==> src/rtl/arduino_move_handler.sv <==
// arduino_move_handler: checks Arduino column commands and drops accepted tokens into the lowest free row.
// Define ARDUINO_MOVE_LATCH_EN to hold one command that arrives while a previous one is still in flight.
module arduino_move_handler #(
    parameter int ROWS = 6,
    parameter int COLS = 7
) (
    input  logic                 clk,
    input  logic                 reset,
    input  logic [2:0]           col_arduino,
    input  logic                 arduino_valida_jugada,
    input  logic                 arduino_turn,
    input  logic                 clear_board,
    output logic                 place_valid,
    output logic [2:0]           place_row,
    output logic [2:0]           place_col,
    output logic                 move_error,
    output logic [1:0]           error_code,
    output logic                 overrun,
    output logic                 busy,
    output logic [ROWS*COLS-1:0] board_occ,
    output logic [ROWS*COLS-1:0] board_owner
);
    localparam int N  = ROWS * COLS;
    localparam int HW = $clog2(ROWS + 1);
    localparam logic [HW-1:0] ONE = HW'(1);

    typedef enum logic [1:0] {IDLE, CHECK, RESULT} state_t;

    state_t        state, state_nxt;
    logic [2:0]    cmd_col, pend_col;
    logic          pend_valid, start, store, drop, place_ok, err_ok;
    logic [1:0]    err_nxt;
    logic [HW-1:0] cur_h;
    logic [HW-1:0] height [COLS];
    logic [N-1:0]  place_mask;

    always_ff @(posedge clk)
        state <= (reset || clear_board) ? IDLE : state_nxt;

    always_comb
        state_nxt = (state == IDLE) ? (start ? CHECK : IDLE) : (state == CHECK) ? RESULT : IDLE;

    always_comb begin
        busy  = state != IDLE;
        start = !busy && (pend_valid || arduino_valida_jugada);
`ifdef ARDUINO_MOVE_LATCH_EN
        // In IDLE a pending command is consumed, so a simultaneous strobe takes its slot.
        store = arduino_valida_jugada && (busy ? !pend_valid : pend_valid);
`else
        store = 1'b0;
`endif
        drop  = arduino_valida_jugada && busy && !store;
        cur_h = '0;
        for (int i = 0; i < COLS; i++)
            if (int'(cmd_col) == i) cur_h = height[i];
        err_nxt = !arduino_turn ? 2'b11 :
                  (int'(cmd_col) >= COLS) ? 2'b01 :
                  (int'(cur_h) == ROWS) ? 2'b10 : 2'b00;
        place_ok   = state == CHECK && err_nxt == 2'b00 && !clear_board;
        err_ok     = state == CHECK && err_nxt != 2'b00 && !clear_board;
        place_mask = {{(N-1){1'b0}}, 1'b1} << (int'(cur_h) * COLS + int'(cmd_col));
    end

    always_ff @(posedge clk) begin
        if (reset) begin
            place_valid <= 1'b0;
            move_error  <= 1'b0;
            overrun     <= 1'b0;
            place_row   <= '0;
            place_col   <= '0;
            error_code  <= '0;
            cmd_col     <= '0;
            pend_col    <= '0;
            pend_valid  <= 1'b0;
            board_occ   <= '0;
            board_owner <= '0;
            for (int i = 0; i < COLS; i++) height[i] <= '0;
        end else begin
            place_valid <= place_ok;
            move_error  <= err_ok;
            overrun     <= drop && !clear_board;
            if (clear_board) begin
                pend_valid  <= 1'b0;
                board_occ   <= '0;
                board_owner <= '0;
                for (int i = 0; i < COLS; i++) height[i] <= '0;
            end else begin
                if (start) cmd_col <= pend_valid ? pend_col : col_arduino;
                if (store) pend_col <= col_arduino;
                pend_valid <= store || (pend_valid && busy);
                if (err_ok) error_code <= err_nxt;
                if (place_ok) begin
                    board_occ   <= board_occ | place_mask;
                    board_owner <= board_owner | place_mask;
                    place_row   <= 3'(cur_h);
                    place_col   <= cmd_col;
                    for (int i = 0; i < COLS; i++)
                        if (int'(cmd_col) == i) height[i] <= cur_h + ONE;
                end
            end
        end
    end
endmodule

==> config.mk <==
export PLATFORM = sky130hd
export DESIGN_NAME = arduino_move_handler
export DESIGN_NICKNAME = d
export VERILOG_FILES = /design/src/rtl/arduino_move_handler.sv
export SDC_FILE = /design/constraint.sdc
export NUM_CORES = 1
export LEC_CHECK = 0
export CAP_MARGIN = 40
export CORE_MARGIN = 10
export CORE_UTILIZATION = 50
export CTS_CLUSTER_DIAMETER = 150
export DETAILED_ROUTE_END_ITERATION = 8
export PLACE_DENSITY = 0.85
export SLEW_MARGIN = 20
export SYNTH_ARGS = -nofsm -noshare
export SYNTH_HDL_FRONTEND = slang
export SYNTH_SLANG_ARGS = --single-unit
export TNS_END_PERCENT = 50
==> constraint.sdc <==
create_clock -name clk -period 5.6 [get_ports clk]
set_input_delay 0.56 -clock clk [delete_from_list [all_inputs] [get_ports clk]]
set_output_delay 0.56 -clock clk [all_outputs]
set_load 0.005 [all_outputs]
==> results.ini, run 1 <==
[run_status]
status=completed

[global_route]
grtUsageTotal_pct=18.8
grt_pass1_vias=4241
grt_max_degree=91
overflow=0
grt_antenna_before_repair=0
grt_pass1_wl_um=22000

[layout]
final_util_pct=69.7
multiInputGateArea_um2=2150
nets=625
drive_gt1_share_pct=9.76
insertedDiodeCount=0
register_area_um2=2650
syn_to_final_growth_pct=35.5
fill_cells=709

[route]
vias=4376
via_per_inst=5.85
drt-initial-drc-count=418
drtAntennaViolNets=0
drc=0
drt_wl_total_um=14500
wl_per_cell_um=19.4
first_pass_iters=5

[synthesis]
synth_cell_types=55
syn_avg_cell_area_um2=9.93
synth.most_common_cell=dfxtp_1
synthFlopType=dfxtp_1
ys_ff_latch=122
syn-num-nets=529
synth_edf_count=21
yosys_warnings=0
synth_top_area_share_pct=40.2
synth_seq_area_share_pct=52.8
synth_cells=506
yosys.area.top_type=dfxtp_1
synth_area_um2=5030
synth_async_sr_flop_share_pct=0
synthTopCellsByCount=101 x dfxtp_1, 64 x nand2_1, 36 x o21ai_0
synth_area_leaders=dfxtp_1 40%, edfxtp_1 13%, nand2_1 4.8%

[sta]
fmax_mhz=192
rsz0062_at_grt=false
fin_hold_ws_ns=0.447
hold_viol=0
setup_ws_ns=0.389
relSlewSlack_pct=45.4
final_max_slew_viol_count=0
setup_tns_ns=0
finalSetupViolCount=0
worst_pin_slew_ns=0.813
period_minus_slack_ns=5.21
skew_ns=0.00678
fin_crit_sh_pct=93.1

[die]
die_y_um=120
io_pins=104
start_util_pct=51.4
core-area_um2=9770
fp.dieArea_um2=14500
rows=36
die_w_um=120

[worst_setup_path]
path_cells=mux4_2, mux2_2, fa_1, inv_1, fa_1, fa_1, nor2b_2, o22ai_1, or4_4, or3_1, buf_8, o31ai_1
endpoint_kind=flop
start_kind=flop
path_class=flop to flop
cp.required_ns=6.02
crit_top_cell=fa_1
worst_path_max_delay_cell=dfxtp_1
critPathArrivalTime_ns=5.63
cpPeakStageDelay_ns=0.69
crit_fanout=18

[flow_run]
maxCapViolCount=0

[power]
power.leakage_nw=2.51
p_per_area_nw_per_um2=344
total_power_mw=2.34
peakVddDrop_mv=0.226

[placed_design]
dpl.hpwl_um=10100
gp_congestion=0.932
port_buffers=103
place_worst_setup_slack_ns=0.349

[clock_network]
postCtsSetupBuffers=0
cts_tree=yes
clock-sinks=122
numCtsBuffers=17
holdBufCountCts=0
clk_latency_ns=0.52
htreeDepth=4
clk_pin_slew_ns=0.06
clockBufferDepth=2
post_cts_resized=0
cts-root-buf=clkbuf_8

[worst_hold_path]
min_path_type=flop to flop

[kinds of logic after synthesis]
family / share of synthesized area [%]
simple gates: 16.6
compound gates: 19.3
flops: 52.8
buf+inv: 4.68
fa+ha+maj: 4.33
mux: 1.67
xor+xnor: 0.697
[registers in the layout (all words and copies together), names as in the netlist, 2 cells and up]
signal / cells
state: 2
place_col: 3
board_owner: 42
place_row: 3
cmd_col: 3
board_occ: 42
height: 21
error_code: 2
[layer usage]
layer / vias up / track usage, % / wire length, µm
li1: 2013 / - / -
met1: 2084 / 20.6 / 5580
met2: 231 / 32.4 / 7180
met3: 48 / 6.47 / 1260
met4: 0 / 8.37 / 467
met5: - / 0 / 0
[stage by stage]
| stage | cells | instance area [µm²] |
|---|---|---|
| 6_report | 748 | 6810 |
| 5_1_grt | 748 | 6810 |
| 4_1_cts | 744 | 6750 |
| 3_5_place_dp | 712 | 6110 |
| 3_3_place_gp | 712 | 6110 |
| 2_1_floorplan | 506 | 5030 |
[critical path: cells and delay by family, from the launching register on]
| kind | cells | cell delay, ns |
|---|---|---|
| adder cells (fa/ha/maj) | 3 | 1.55 |
| AND/OR/NAND/NOR | 3 | 1.23 |
| AO/OA/AOI/OAI | 2 | 0.39 |
| flip-flops | 1 | 0.69 |
| multiplexers | 2 | 0.95 |
| buffers and inverters | 2 | 0.30 |
[layout by cell type, fill, tap and decap left out, types with 10 or more instances in the layout]
cell / netlist / layout
inv_1: 20 / 20
nor3_1: 16 / 15
edfxtp_1: 21 / 21
o21ai_0: 36 / 36
ha_1: 11 / 11
nand2_1: 64 / 64
o21a_1: 15 / 15
dfxtp_1: 101 / 101
a21oi_1: 16 / 16
nand3_1: 10 / 10
a32o_1: 14 / 14
o31ai_1: 13 / 13
nor2_1: 33 / 32
clkdlybuf4s50_1: 0 / 103
clkbuf_16: 0 / 17
[power by group]
| part | switching, mW | internal (mW) |
|---|---|---|
| Combinational | 0.180 | 0.0754 |
| Clock | 0.421 | 0.760 |
| Sequential | 0.00689 | 0.901 |
| Total | 0.608 | 1.74 |
[layout make-up]
| cell class | instances | share of cell area (%) |
|---|---|---|
| timing repair buffer | 111 | 16.5 |
| tap | 133 | 2.44 |
| clock inverter | 14 | 2.98 |
| multi-input combinational | 330 | 31.6 |
| sequential | 122 | 38.9 |
| inverter | 20 | 1.10 |
| clock buffer | 18 | 6.45 |
[final timing paths]
kind / depth (start not counted) / slack (ns) / end / startpoint
setup / recovery: 12 / 0.39 / board_occ[18]$_SDFFE_PP0N_ / cmd_col[2]$_SDFFE_PP0P_
hold / removal: 2 / 0.45 / board_occ[10]$_SDFFE_PP0N_ / board_occ[10]$_SDFFE_PP0N_
setup reg to reg: 12 / 0.39 / board_occ[18]$_SDFFE_PP0N_ / cmd_col[2]$_SDFFE_PP0P_
hold reg to reg: 2 / 0.45 / board_occ[10]$_SDFFE_PP0N_ / board_occ[10]$_SDFFE_PP0N_
No activity file was read; power rests on OpenSTA's default activity.
==> inputs of run 2 (changes only) <==
- CAP_MARGIN: 40 -> 20
==> run 2 against run 1 <==
- sequential cell count stayed put
- wire length shrank 1.9%
- first-iteration DRC count shrank 3.3%
- sequential share of layout area up 0.37 points
- critical path type unchanged
- largest power group unchanged
==> results.ini, run 2 (synthesis gave the netlist of run 1 again) <==
[placed_design]
dpl.hpwl_um=10100  ; unchanged
port_buffers=103  ; unchanged
gp_congestion=0.932  ; unchanged

[die]
rows=36  ; unchanged
start_util_pct=51.4  ; unchanged
core-area_um2=9770  ; unchanged
io_pins=104  ; unchanged
fp.dieArea_um2=14500  ; unchanged
die_w_um=120  ; unchanged
die_y_um=120  ; unchanged

[sta]
relSlewSlack_pct=37.0  ; was 45.4%
fmax_mhz=189  ; was 192 MHz
fin_hold_ws_ns=0.447  ; about the same
finalSetupViolCount=0  ; unchanged
worst_pin_slew_ns=0.946  ; was 0.813 ns
fin_crit_sh_pct=94.5  ; was 93.1%
skew_ns=0.0101  ; was 0.00678 ns
rsz0062_at_grt=false  ; unchanged
hold_viol=0  ; unchanged
setup_tns_ns=0  ; unchanged
period_minus_slack_ns=5.29  ; was 5.21 ns
final_max_slew_viol_count=0  ; unchanged

[layout]
insertedDiodeCount=0  ; unchanged
syn_to_final_growth_pct=34.3  ; was 35.5%
nets=621  ; was 625
final_common_cell=clkdlybuf4s50_1  ; unchanged
top_regs=board_occ (42), board_owner (42), height (21)  ; unchanged
multiInputGateArea_um2=2150  ; unchanged
layout_common_cells=103 x clkdlybuf4s50_1, 100 x dfxtp_1, 64 x nand2_1  ; was 103 x clkdlybuf4s50_1, 101 x dfxtp_1, 64 x nand2_1
fill_cells=723  ; was 709
drive_gt1_share_pct=9.33  ; was 9.76%
final_util_pct=69.0  ; was 69.7%
register_area_um2=2650  ; about the same

[worst_setup_path]
critPathArrivalTime_ns=5.71  ; was 5.63 ns
worst-path-buf-inv=1  ; was 2
path_cells=mux4_2, mux2_2, fa_1, inv_1, fa_1, fa_1, nor2b_2, o22ai_1, or4_4, or3_1, o31ai_1  ; was mux4_2, mux2_2, fa_1, inv_1, fa_1, fa_1, nor2b_2, o22ai_1, or4_4, or3_1, buf_8, o31ai_1
worst_path_max_delay_cell=or3_1  ; was dfxtp_1
path_class=flop to flop  ; unchanged
path_delay_family=adder cells  ; unchanged
start_kind=flop  ; unchanged
cp.required_ns=6.02  ; about the same
crit_top_cell=fa_1  ; unchanged
cpPeakStageDelay_ns=0.72  ; was 0.69 ns
crit_fanout=24  ; was 18
endpoint_kind=flop  ; unchanged

[global_route]
grt_antenna_before_repair=0  ; unchanged
overflow=0  ; unchanged
grtUsageTotal_pct=18.8  ; unchanged
grt_pass1_wl_um=22000  ; unchanged
grt_pass1_vias=4241  ; unchanged
grt_max_degree=91  ; unchanged

[clock_network]
cts_tree=yes  ; unchanged
htreeDepth=4  ; unchanged
clock-sinks=122  ; unchanged
clockBufferDepth=2  ; unchanged
clk_pin_slew_ns=0.06  ; about the same
numCtsBuffers=17  ; unchanged
cts-root-buf=clkbuf_8  ; unchanged
clk_latency_ns=0.52  ; about the same
holdBufCountCts=0  ; unchanged

[route]
drc=0  ; unchanged
drt-initial-drc-count=404  ; was 418
vias=4300  ; was 4376
wl_per_cell_um=19.1  ; was 19.4 µm
drtAntennaViolNets=0  ; unchanged
first_pass_iters=5  ; unchanged
drt_wl_total_um=14200  ; was 14500 µm
via_per_inst=5.78  ; was 5.85

[worst_hold_path]
min_path_type=flop to flop  ; unchanged

[power]
power.leakage_nw=2.48  ; was 2.51 nW
p_per_area_nw_per_um2=346  ; was 344 nW/µm²
peakVddDrop_mv=0.220  ; was 0.226 mV

[flow_run]
maxCapViolCount=0  ; unchanged

[run_status]
status=completed  ; unchanged

[run 2: cell count changes in the layout (fill, tap and decap cells not counted)]
cell,previous run,this run
dfxtp_1,101,100
buf_16,1,0
buf_8,2,0
buf_2,1,0
dfxtp_2,0,1
[run 2: through the flow]
step                      power [mW]  worst slack [ns]  area [µm²]  cells
after floorplan                 1.10              1.02        5030    506
after global placement          1.15             0.567        6110    712
after detailed placement        1.16             0.349        6110    712
after CTS                       2.34             0.297        6750    744
after global routing            2.40            0.0955        6750    744
final                           2.33             0.310        6750    744
[run 2: worst paths after layout]
kind | startpoint | end | slack [ns] | cells past startpoint
hold / removal | board_occ[10]$_SDFFE_PP0N_ | board_occ[10]$_SDFFE_PP0N_ | 0.45 | 2
setup / recovery | cmd_col[2]$_SDFFE_PP0P_ | board_occ[18]$_SDFFE_PP0N_ | 0.31 | 11
hold reg to reg | board_occ[10]$_SDFFE_PP0N_ | board_occ[10]$_SDFFE_PP0N_ | 0.45 | 2
setup reg to reg | cmd_col[2]$_SDFFE_PP0P_ | board_occ[18]$_SDFFE_PP0N_ | 0.31 | 11
[run 2: power breakdown]
part	switching (mW)	internal [mW]
sequential	0.00893	0.901
combinational	0.174	0.0709
clock	0.420	0.759
[run 2: timing repair]
item | 4_1_cts | 5_1_grt
resized for setup | 0 | 1
buffers inserted | 0 | 0
endpoints found under the setup margin | 0 | 20
[run 2: worst register-to-register path, cell delays in order (launching register included)]
cell and delay (ns):
dfxtp_1 0.69, mux4_2 0.57, mux2_2 0.39, fa_1 0.53, inv_1 0.05, fa_1 0.50, fa_1 0.52, nor2b_2 0.22
o22ai_1 0.12, or4_4 0.46, or3_1 0.72, o31ai_1 0.42
[run 2: per-layer routing]
| metal | track usage, % | up-vias | wire, µm |
|---|---|---|---|
| met3 | 6.47 | 38 | 1310 |
| met4 | 8.37 | 0 | 346 |
| met1 | 20.6 | 2037 | 5460 |
| met5 | 0 | - | 0 |
| li1 | - | 2002 | - |
| met2 | 32.4 | 223 | 7090 |
[run 2: final cells by class]
cell class / count / share of cell area [%]
Timing Repair Buffer: 107 / 15.7
Inverter: 20 / 1.11
Clock inverter: 14 / 3.00
Tap cell: 133 / 2.47
Multi-Input combinational cell: 330 / 31.9
Sequential cell: 122 / 39.3
Clock buffer: 18 / 6.51
==> inputs of run 3 (changes only) <==
- CORE_UTILIZATION: 50 -> 42
- PLACE_DENSITY: 0.85 -> 0.75
==> run 3 against run 2 <==
- final cell count rose by 1.3%
- combinational power barely moved
- highest routed layer unchanged
- critical path depth did not move
==> results.ini, run 3 (synthesis gave the netlist of run 1 again) <==
[placed_design]
gp_congestion=0.877  ; was 0.932
dp_cells=722  ; was 712
port_buffers=103  ; unchanged
dpl.hpwl_um=9970  ; was 10100 µm
place_area_um2=6120  ; was 6110 µm²

[power]
peakVddDrop_mv=0.199  ; was 0.220 mV
total_power_mw=2.26  ; was 2.33 mW
power.leakage_nw=2.46  ; was 2.48 nW
p_per_area_nw_per_um2=335  ; was 346 nW/µm²

[worst_setup_path]
path_class=flop to flop  ; unchanged
endpoint_kind=flop  ; unchanged
path_cells=mux4_2, mux2_2, fa_1, inv_1, fa_1, fa_1, nor2b_2, o22ai_1, or4_4, or3_1, o31ai_1  ; unchanged
critPathArrivalTime_ns=5.54  ; was 5.71 ns
r2r_start=cmd_col[2]$_SDFFE_PP0P_  ; unchanged
cpPeakStageDelay_ns=0.71  ; was 0.72 ns
crit_top_cell=fa_1  ; unchanged
ff2ff_setup_slack_ns=0.37  ; was 0.31 ns
crit_cells=11  ; unchanged
start_kind=flop  ; unchanged
r2r_cells=11  ; unchanged
path_delay_family=adder cells  ; unchanged
startpoint=cmd_col[2]$_SDFFE_PP0P_  ; unchanged
worst_path_max_delay_cell=dfxtp_1  ; was or3_1
cp.required_ns=5.92  ; was 6.02 ns
r2r_end=board_occ[24]$_SDFFE_PP0N_  ; was board_occ[18]$_SDFFE_PP0N_
worst-path-buf-inv=1  ; unchanged
crit_fanout=24  ; unchanged
crit_path_end=board_occ[24]$_SDFFE_PP0N_  ; was board_occ[18]$_SDFFE_PP0N_

[route]
drt_wl_total_um=13700  ; was 14200 µm
vias=4154  ; was 4300
drt-initial-drc-count=514  ; was 404
first_pass_iters=7  ; was 5
via_per_inst=5.51  ; was 5.78
drtAntennaViolNets=0  ; unchanged
wl_per_cell_um=18.2  ; was 19.1 µm
drc=0  ; unchanged

[worst_hold_path]
whs_path_depth=2  ; unchanged
min_path_type=flop to flop  ; unchanged

[sta]
fmax_mhz=191  ; was 189 MHz
final_max_slew_viol_count=0  ; unchanged
rsz0062_at_grt=false  ; unchanged
worst_pin_slew_ns=0.959  ; was 0.946 ns
fin_crit_sh_pct=93.4  ; was 94.5%
relSlewSlack_pct=35.6  ; was 37.0%
setup_tns_ns=0  ; unchanged
hold_viol=0  ; unchanged
period_minus_slack_ns=5.23  ; was 5.29 ns
finalSetupViolCount=0  ; unchanged
skew_ns=0.0141  ; was 0.0101 ns

[die]
io_pins=104  ; unchanged
core-area_um2=11600  ; was 9770 µm²
die_y_um=129  ; was 120 µm
fp.dieArea_um2=16700  ; was 14500 µm²
die_w_um=129  ; was 120 µm
rows=39  ; was 36
start_util_pct=43.5  ; was 51.4%

[layout]
final_cell_area_um2=6730  ; was 6750 µm²
nets=621  ; unchanged
syn_to_final_growth_pct=33.9  ; was 34.3%
final_common_cell=clkdlybuf4s50_1  ; unchanged
layout_common_cells=103 x clkdlybuf4s50_1, 100 x dfxtp_1, 64 x nand2_1  ; unchanged
final_util_pct=58.2  ; was 69.0%
drive_gt1_share_pct=9.49  ; was 9.33%
top_regs=board_occ (42), board_owner (42), height (21)  ; unchanged
fin_cells=754  ; was 744
insertedDiodeCount=0  ; unchanged

[clock_network]
clk_latency_ns=0.42  ; was 0.52 ns
numCtsBuffers=17  ; unchanged
clock-sinks=122  ; unchanged
cts-root-buf=clkbuf_16  ; was clkbuf_8
clk_pin_slew_ns=0.06  ; about the same
htreeDepth=4  ; unchanged
clockBufferDepth=2  ; unchanged
cts_tree=yes  ; unchanged

[global_route]
grt_pass1_wl_um=22000  ; about the same
grt_pass1_vias=4244  ; was 4241
grt_antenna_before_repair=0  ; unchanged
grtUsageTotal_pct=16.5  ; was 18.8%
overflow=0  ; unchanged
grt_max_degree=91  ; unchanged

[flow_run]
maxCapViolCount=0  ; unchanged

[run_status]
status=completed  ; unchanged

run 3: area by class of cell:
cell class	instances	area, µm²
Timing Repair Buffer	107	1060
Tap cell	143	179
Inverter	20	75.1
Multi-Input combinational cell	330	2160
Clock inverter	15	178
Sequential cell	122	2650
Clock buffer	17	425
Fill cell	960	4840
run 3: stage by stage:
step / hold WS (ns) / setup slack, ns
floorplan: 0.440 / 1.02
global placement: 0.440 / 0.540
detailed placement: 0.445 / 0.368
CTS: 0.459 / 0.361
global route: 0.479 / 0.0220
finish: 0.455 / 0.371
run 3: worst min path at each step:
stage                                         endpoint                    startpoint  slack, ns
after floorplan                    state[1]$_SDFF_PP0_           state[1]$_SDFF_PP0_       0.44
after global placement     board_owner[9]$_SDFFE_PP0N_   board_owner[9]$_SDFFE_PP0N_       0.44
after detailed placement  board_owner[19]$_SDFFE_PP0N_  board_owner[19]$_SDFFE_PP0N_       0.44
after CTS                  board_owner[1]$_SDFFE_PP0N_   board_owner[1]$_SDFFE_PP0N_       0.46
after global routing      board_owner[19]$_SDFFE_PP0N_  board_owner[19]$_SDFFE_PP0N_       0.48
final                      board_owner[1]$_SDFFE_PP0N_   board_owner[1]$_SDFFE_PP0N_       0.45
run 3: worst min-delay path, stage by stage, from the launching register on:
cell,delay [ns]
dfxtp_1,0.32
nand2_1,0.05
o21ai_0,0.05
run 3: where the power goes:
part	switching (mW)	internal, mW	leakage (nW)
Sequential	0.00920	0.901	1.05
Clock	0.432	0.671	0.294
Combinational	0.172	0.0714	1.12
run 3: metal layers:
layer / GRT usage [%] / vias up / part of all wire [%]
li1: - / 2004 / -
met1: 18.9 / 1979 / 41
met2: 28.1 / 151 / 49
met3: 5.71 / 20 / 8.3
met4: 5.55 / 0 / 1.5
met5: 0 / - / 0
run 3: timing repair:
item                       4_1_cts  5_1_grt
setup endpoints to repair        0       18
hold buffers                     0        0
gates resized for setup          0        2
buffers inserted                 0        0
